<file path="src/rtl/btb_predictor_if.sv">
// Fetch-side lookup and execute-side update bundle for the branch target buffer.
// The master drives the fetch PC and resolved outcomes; the slave returns the prediction.
interface btb_predictor_if;
    logic [31:0] pc;
    logic        flush;
    logic        upd_valid;
    logic [31:0] upd_pc;
    logic        upd_is_jump;
    logic        upd_taken;
    logic [31:0] upd_target;
    logic        btb_predicted;
    logic [31:0] btb_predicted_address;

    modport master (
        output pc, flush, upd_valid, upd_pc, upd_is_jump, upd_taken, upd_target,
        input  btb_predicted, btb_predicted_address
    );

    modport slave (
        input  pc, flush, upd_valid, upd_pc, upd_is_jump, upd_taken, upd_target,
        output btb_predicted, btb_predicted_address
    );
endinterface

</file>
<file path="src/rtl/btb_predictor.sv">
// Direct-mapped branch target buffer with 2-bit saturating direction counters.
// Lookup is combinational from the fetch PC; one resolved outcome is written back per cycle.
module btb_predictor #(
    parameter int ENTRIES = 16
) (
    input  logic           Clk,
    input  logic           Reset_n,
    btb_predictor_if.slave bus
);
    localparam int IDX_W = $clog2(ENTRIES);
    localparam int TAG_W = 30 - IDX_W;

    typedef logic [IDX_W-1:0] idx_t;
    typedef logic [TAG_W-1:0] tag_t;

    localparam logic [1:0] CTR_WEAK_NT  = 2'b01;
    localparam logic [1:0] CTR_WEAK_T   = 2'b10;
    localparam logic [1:0] CTR_STRONG_T = 2'b11;

    logic        r_valid  [ENTRIES];
    tag_t        r_tag    [ENTRIES];
    logic [31:0] r_target [ENTRIES];
    logic [1:0]  r_ctr    [ENTRIES];

    function automatic logic [1:0] sat_inc(input logic [1:0] c);
        return (c == CTR_STRONG_T) ? c : c + 2'd1;
    endfunction

    function automatic logic [1:0] sat_dec(input logic [1:0] c);
        return (c == 2'b00) ? c : c - 2'd1;
    endfunction

    // Lookup path: pure function of the fetch PC and current table contents.
    idx_t w_rd_idx;
    tag_t w_rd_tag;
    logic w_rd_hit;

    assign w_rd_idx = bus.pc[IDX_W+1:2];
    assign w_rd_tag = bus.pc[31:IDX_W+2];
    assign w_rd_hit = r_valid[w_rd_idx] && (r_tag[w_rd_idx] == w_rd_tag);

    assign bus.btb_predicted         = w_rd_hit && r_ctr[w_rd_idx][1];
    assign bus.btb_predicted_address = bus.btb_predicted ? r_target[w_rd_idx] : 32'h0;

    // Update path: decide whether the indexed entry is rewritten and with what.
    idx_t        w_upd_idx;
    tag_t        w_upd_tag;
    logic        w_upd_hit;
    logic        w_upd_taken;
    logic        w_wr_en;
    logic [1:0]  w_wr_ctr;
    logic [31:0] w_wr_target;
    logic        w_unused_bits;

    assign w_upd_idx     = bus.upd_pc[IDX_W+1:2];
    assign w_upd_tag     = bus.upd_pc[31:IDX_W+2];
    assign w_upd_hit     = r_valid[w_upd_idx] && (r_tag[w_upd_idx] == w_upd_tag);
    assign w_upd_taken   = bus.upd_taken || bus.upd_is_jump;
    assign w_unused_bits = ^{bus.pc[1:0], bus.upd_pc[1:0]};

    // NOTE: every always_comb output gets a default first so no path can infer a latch.
    always_comb begin
        w_wr_en     = 1'b0;
        w_wr_ctr    = r_ctr[w_upd_idx];
        w_wr_target = r_target[w_upd_idx];
        if (bus.upd_valid && !bus.flush) begin
            if (w_upd_hit) begin
                w_wr_en = 1'b1;
                if (bus.upd_is_jump) begin
                    w_wr_ctr    = CTR_STRONG_T;
                    w_wr_target = bus.upd_target;
                end else if (bus.upd_taken) begin
                    w_wr_ctr    = sat_inc(r_ctr[w_upd_idx]);
                    w_wr_target = bus.upd_target;
                end else begin
                    // Not-taken keeps the entry resident, even at counter zero.
                    w_wr_ctr = sat_dec(r_ctr[w_upd_idx]);
                end
            end else if (w_upd_taken) begin
                w_wr_en     = 1'b1;
                w_wr_ctr    = bus.upd_is_jump ? CTR_STRONG_T : CTR_WEAK_T;
                w_wr_target = bus.upd_target;
            end
        end
    end

    // NOTE: the table is a register array, not a RAM macro, so every field has a
    // defined reset value and the whole array is cleared asynchronously.
    always_ff @(posedge Clk or negedge Reset_n) begin
        if (!Reset_n) begin
            for (int i = 0; i < ENTRIES; i++) begin
                r_valid[i]  <= 1'b0;
                r_tag[i]    <= '0;
                r_target[i] <= 32'h0;
                r_ctr[i]    <= CTR_WEAK_NT;
            end
        end else if (bus.flush) begin
            // Flush beats a simultaneous update; counters keep their history.
            for (int i = 0; i < ENTRIES; i++) begin
                r_valid[i] <= 1'b0;
            end
        end else if (w_wr_en) begin
            // NOTE: non-blocking writes so a same-cycle lookup sees pre-update contents.
            r_valid[w_upd_idx]  <= 1'b1;
            r_tag[w_upd_idx]    <= w_upd_tag;
            r_target[w_upd_idx] <= w_wr_target;
            r_ctr[w_upd_idx]    <= w_wr_ctr;
        end
    end
endmodule

</file>
<file path="src/flat_wrapper.sv">
// flat-port wrapper written by rule: the top's interface ports become plain ports
module btb_predictor_flat 
#(
    parameter int ENTRIES = 16
)
  (Clk, Reset_n, bus_pc, bus_flush, bus_upd_valid, bus_upd_pc, bus_upd_is_jump, bus_upd_taken, bus_upd_target, bus_btb_predicted, bus_btb_predicted_address);
  btb_predictor_if bus_i ();
  input  logic Clk;
  input  logic Reset_n;
  input wire logic [$bits(bus_i.pc)-1:0] bus_pc;
  input wire logic [$bits(bus_i.flush)-1:0] bus_flush;
  input wire logic [$bits(bus_i.upd_valid)-1:0] bus_upd_valid;
  input wire logic [$bits(bus_i.upd_pc)-1:0] bus_upd_pc;
  input wire logic [$bits(bus_i.upd_is_jump)-1:0] bus_upd_is_jump;
  input wire logic [$bits(bus_i.upd_taken)-1:0] bus_upd_taken;
  input wire logic [$bits(bus_i.upd_target)-1:0] bus_upd_target;
  output wire logic [$bits(bus_i.btb_predicted)-1:0] bus_btb_predicted;
  output wire logic [$bits(bus_i.btb_predicted_address)-1:0] bus_btb_predicted_address;
  assign bus_i.pc = bus_pc;
  assign bus_i.flush = bus_flush;
  assign bus_i.upd_valid = bus_upd_valid;
  assign bus_i.upd_pc = bus_upd_pc;
  assign bus_i.upd_is_jump = bus_upd_is_jump;
  assign bus_i.upd_taken = bus_upd_taken;
  assign bus_i.upd_target = bus_upd_target;
  assign bus_btb_predicted = bus_i.btb_predicted;
  assign bus_btb_predicted_address = bus_i.btb_predicted_address;
  btb_predictor #(.ENTRIES(ENTRIES)) u_core (.Clk(Clk), .Reset_n(Reset_n), .bus(bus_i));
endmodule
</file>
<file path="config.mk">
export PLATFORM = sky130hd
export DESIGN_NAME = btb_predictor_flat
export DESIGN_NICKNAME = d
export VERILOG_FILES = /design/src/rtl/btb_predictor_if.sv /design/src/rtl/btb_predictor.sv /design/src/flat_wrapper.sv
export SDC_FILE = /design/constraint.sdc
export NUM_CORES = 2
export LEC_CHECK = 0
export CAP_MARGIN = 40
export CORE_MARGIN = 1.5
export CORE_UTILIZATION = 63
export CTS_CLUSTER_SIZE = 14
export DETAILED_ROUTE_END_ITERATION = 10
export PLACE_DENSITY_LB_ADDON = 0.2
export SYNTH_ARGS = -nofsm -noshare
export SYNTH_HDL_FRONTEND = slang
export SYNTH_SLANG_ARGS = --single-unit
</file>
<file path="constraint.sdc">
create_clock -name Clk -period 5.85 [get_ports Clk]
set_clock_uncertainty 0.05 [all_clocks]
set_input_delay 0.585 -clock Clk [delete_from_list [all_inputs] [get_ports Clk]]
set_output_delay 0.585 -clock Clk [all_outputs]
set_load 0.005 [all_outputs]
</file>
==> insert_results.sql <==
INSERT INTO impl_metrics (metric_group, metric, value, unit) VALUES
('drt', 'firstDrtPassIters', '5', ''),
('clock_tree', 'cts.path.max_buffers', '3', ''),
('die', 'floorplan.initialDensity', '0.637', ''),
('synthesis', 'ys_ff_latch', '976', ''),
('synthesis', 'netlist-cell-type-count', '66', ''),
('power_and_ir_drop', 'internal_power', '0.0131', 'W'),
('die', 'floorplan.die.width', '294', 'µm'),
('placed_design', 'post-place-cells', '4380', ''),
('clock_tree', 'htreeDepth', '3', ''),
('timing', 'hold_slack', '0.454', 'ns'),
('drt', 'detail_route.wirelength', '144000', 'µm'),
('power_and_ir_drop', 'power.sequential.fraction', '0.459', ''),
('global_routing', 'grt_pass1_wl', '222000', 'µm'),
('synthesis', 'library_cell_occupying_the_most_area_in_the_post_synthesis_netlist', 'dfrtp_1', ''),
('timing', 'slew_violations', '0', ''),
('die', 'fp.dieArea', '86400', 'µm²'),
('power_and_ir_drop', 'finalPower', '0.0178', 'W'),
('synthesis', 'seq_area_frac_synth', '0.458', ''),
('finish', 'post_layout_nonfiller_instances', '4581', ''),
('clock_tree', 'cts.sinks', '976', ''),
('die', 'core_region_area', '83700', 'µm²'),
('synthesis', 'post_synth_inst_count', '3342', ''),
('synthesis', 'asyncSetResetFlopFracSynth', '1.00', ''),
('worst_setup_path', 'arrival_time_at_the_worst_endpoint', '4.67', 'ns'),
('global_routing', 'grt_antenna_before_repair', '9', ''),
('power_and_ir_drop', 'worst_voltage_drop_across_the_vdd_grid', '0.244', 'mV'),
('job', 'max-cap-violations', '0', ''),
('clock_tree', 'postcts_resize_cnt', '0', ''),
('placed_design', 'gpl_wtd_cong', '0.869', ''),
('synthesis', 'post_synth.cell_area_avg', '16.0', 'µm²'),
('clock_tree', 'ctsRootBufferMaster', 'clkbuf_16', ''),
('timing', 'worst_slew_margin_rel', '0.227', ''),
('worst_setup_path', 'type_of_element_capturing_the_critical_path', 'primary output', ''),
('synthesis', 'leading_register_cell_type_out_of_synthesis', 'dfrtp_1', ''),
('timing', 'number_of_failing_hold_endpoints_at_the_final_stage', '0', ''),
('worst_setup_path', 'cp-start-kind', 'input pin', ''),
('die', 'die_height', '294', 'µm'),
('power_and_ir_drop', 'power.net_switching', '0.00475', 'W'),
('run_status', 'status', 'finished, final reports clean', ''),
('clock_tree', 'tritoncts', 'yes', ''),
('finish', 'nNetsFinal', '3455', ''),
('power_and_ir_drop', 'sw_ratio', '0.266', ''),
('synthesis', 'synthMostInstantiatedCell', 'dfrtp_1', ''),
('drt', 'drcViolationCount', '0', ''),
('synthesis', 'synthesis.yosys.warnings', '0', ''),
('die', 'fp-row-count', '106', ''),
('clock_tree', 'worst_skew_pair.late_latency', '0.68', 'ns'),
('global_routing', 'grt.total_usage', '0.343', ''),
('drt', 'num_vias', '32800', ''),
('drt', 'drt_iter0_drc', '3054', ''),
('finish', 'drive_gt1_frac', '0.528', ''),
('synthesis', 'post_synthesis_net_count', '3444', ''),
('timing', 'tightestPinTransition', '1.16', 'ns'),
('min_path', 'min-delay-path-class', 'reg2reg', ''),
('global_routing', 'largest_net_degree_at_the_start_of_global_routing', '195', ''),
('drt', 'drt-vias-per-instance', '7.17', ''),
('worst_setup_path', 'worstPathMaxFanout', '55', ''),
('power_and_ir_drop', 'share_clk_of_total_power', '0.372', ''),
('clock_tree', 'numCtsBuffers', '104', ''),
('synthesis', 'synthTopCellsByCount', 'dfrtp_1 (960), mux2_2 (937), mux4_2 (526)', ''),
('timing', 'grt_setup_unrepaired', 'no', ''),
('drt', 'routed_wire_length_per_instance', '31.4', 'µm'),
('power_and_ir_drop', 'leakage', '25.8', 'nW'),
('timing', 'final_number_of_setup_violating_endpoints', '0', ''),
('global_routing', 'globalRoute.totalOverflow', '0', ''),
('synthesis', 'synth_largest_type_area_fraction', '0.450', ''),
('power_and_ir_drop', 'power_per_cell_area', '302', 'nW/µm²'),
('timing', 'final_min_period_over_clock_period', '0.907', ''),
('drt', 'count_of_nets_left_with_antenna_violations_after_detail_routing', '0', ''),
('timing', 'timing.final.crit_period', '5.31', 'ns'),
('global_routing', 'via_count_of_the_first_global_routing_pass', '35000', '');
## metrics by stage
stage / utilization / area, µm²
floorplan: - / 53300
global placement: 0.664 / 55600
detailed placement: 0.665 / 55700
CTS: 0.706 / 59100
global route: 0.706 / 59100
finish: 0.706 / 59100
## cells in the final DEF, fill, tap and decap left out, types with 5 or more instances in the layout
master,synthesis,routed
clkdlybuf4s50_1,0,121
xnor2_1,16,16
buf_12,0,39
inv_1,6,6
o22ai_1,10,10
bufinv_16,0,5
a22o_1,5,5
nor2_1,13,13
mux2i_1,99,99
mux4_2,526,526
a211oi_1,8,8
o21ba_2,16,16
nand3_1,15,15
nor3_1,14,14
xor2_1,26,26
or3_1,7,7
buf_4,11,78
clkinvlp_4,0,6
dfstp_2,16,16
dfrtp_1,960,960
nand4_1,13,13
mux2_2,937,937
clkbuf_16,0,105
mux2_1,72,72
a22oi_1,28,28
a211oi_4,10,16
nor4_1,11,11
nand2b_1,9,9
nand2_1,29,29
o211ai_1,8,8
and3_1,6,6
nor2b_1,47,47
clkbuf_8,0,24
a21oi_1,9,9
clkbuf_1,162,25
clkinv_2,0,26
o21ai_0,11,11
## kinds of logic after synthesis
kind of cell | share of synthesized area
mux | 0.454
flops | 0.458
fa+ha+maj | 0.000188
compound gates | 0.0240
simple gates | 0.0210
xor+xnor | 0.00690
buf+inv | 0.0358
## sequential cells by signal, indices dropped and copies added, names as in the netlist
signal / count
u_core.r_ctr: 32
u_core.r_tag: 416
u_core.r_target: 512
u_core.r_valid: 16
## timing repair
action | in CTS | in global routing
hold endpoints to repair | 90 | 0
hold buffers | 1 | 0
buffers inserted | 0 | 0
## power groups by stage
stage / clock network, W / registers, W / logic (W)
2_1_floorplan: 0 / 0.00803 / 0.00222
4_1_cts: 0.00670 / 0.00816 / 0.00300
5_1_grt: 0.00698 / 0.00828 / 0.00320
3_5_place_dp: 0 / 0.00827 / 0.00298
6_report: 0.00663 / 0.00819 / 0.00301
3_3_place_gp: 0 / 0.00817 / 0.00286
## final cells by class
| class | count | area [µm²] |
|---|---|---|
| flip-flops and latches | 976 | 24400 |
| clock buffers | 153 | 3040 |
| repair buffers | 248 | 2740 |
| well taps | 1134 | 1420 |
| multi-input cells | 2015 | 27000 |
| diodes | 4 | 10.0 |
| inverters | 8 | 32.5 |
| fillers | 5236 | 24600 |
| clock inverters | 43 | 404 |
## final timing paths
path / from / to / slack (ns) / cells after the start
worst max-delay path: bus_pc[2] / bus_btb_predicted_address[1] / 0.54 / 10
worst min-delay path: u_core.r_target[52] / u_core.r_target[52] / 0.45 / 1
worst max register to register: u_core.r_tag[26] / u_core.r_tag[322] / 1.38 / 11
worst min register to register: u_core.r_target[52] / u_core.r_target[52] / 0.45 / 1
max in group asynchronous: Reset_n / u_core.r_target[241] / 3.57 / 3
min in group asynchronous: Reset_n / u_core.r_tag[292] / 0.55 / 2
## metal layers
| layer | GRT usage | vias to the layer above | part of all wire |
|---|---|---|---|
| met3 | 0.0741 | 340 | 0.080 |
| met4 | 0.120 | 12 | 0.035 |
| met5 | 0 | - | 0.00058 |
| met1 | 0.477 | 17900 | 0.40 |
| li1 | - | 13100 | - |
| met2 | 0.540 | 1514 | 0.48 |
## worst max-delay path, cell delays in order
cell             delay, ns
buf_8                 0.48
buf_4                 0.36
mux4_2                0.53
mux4_2                0.57
xor2_1                0.18
nor4_1                0.51
nand4_1               0.16
buf_4                 0.34
nor2b_1               0.28
clkdlybuf4s50_1       0.55
No activity file was read; power rests on OpenSTA's default activity.
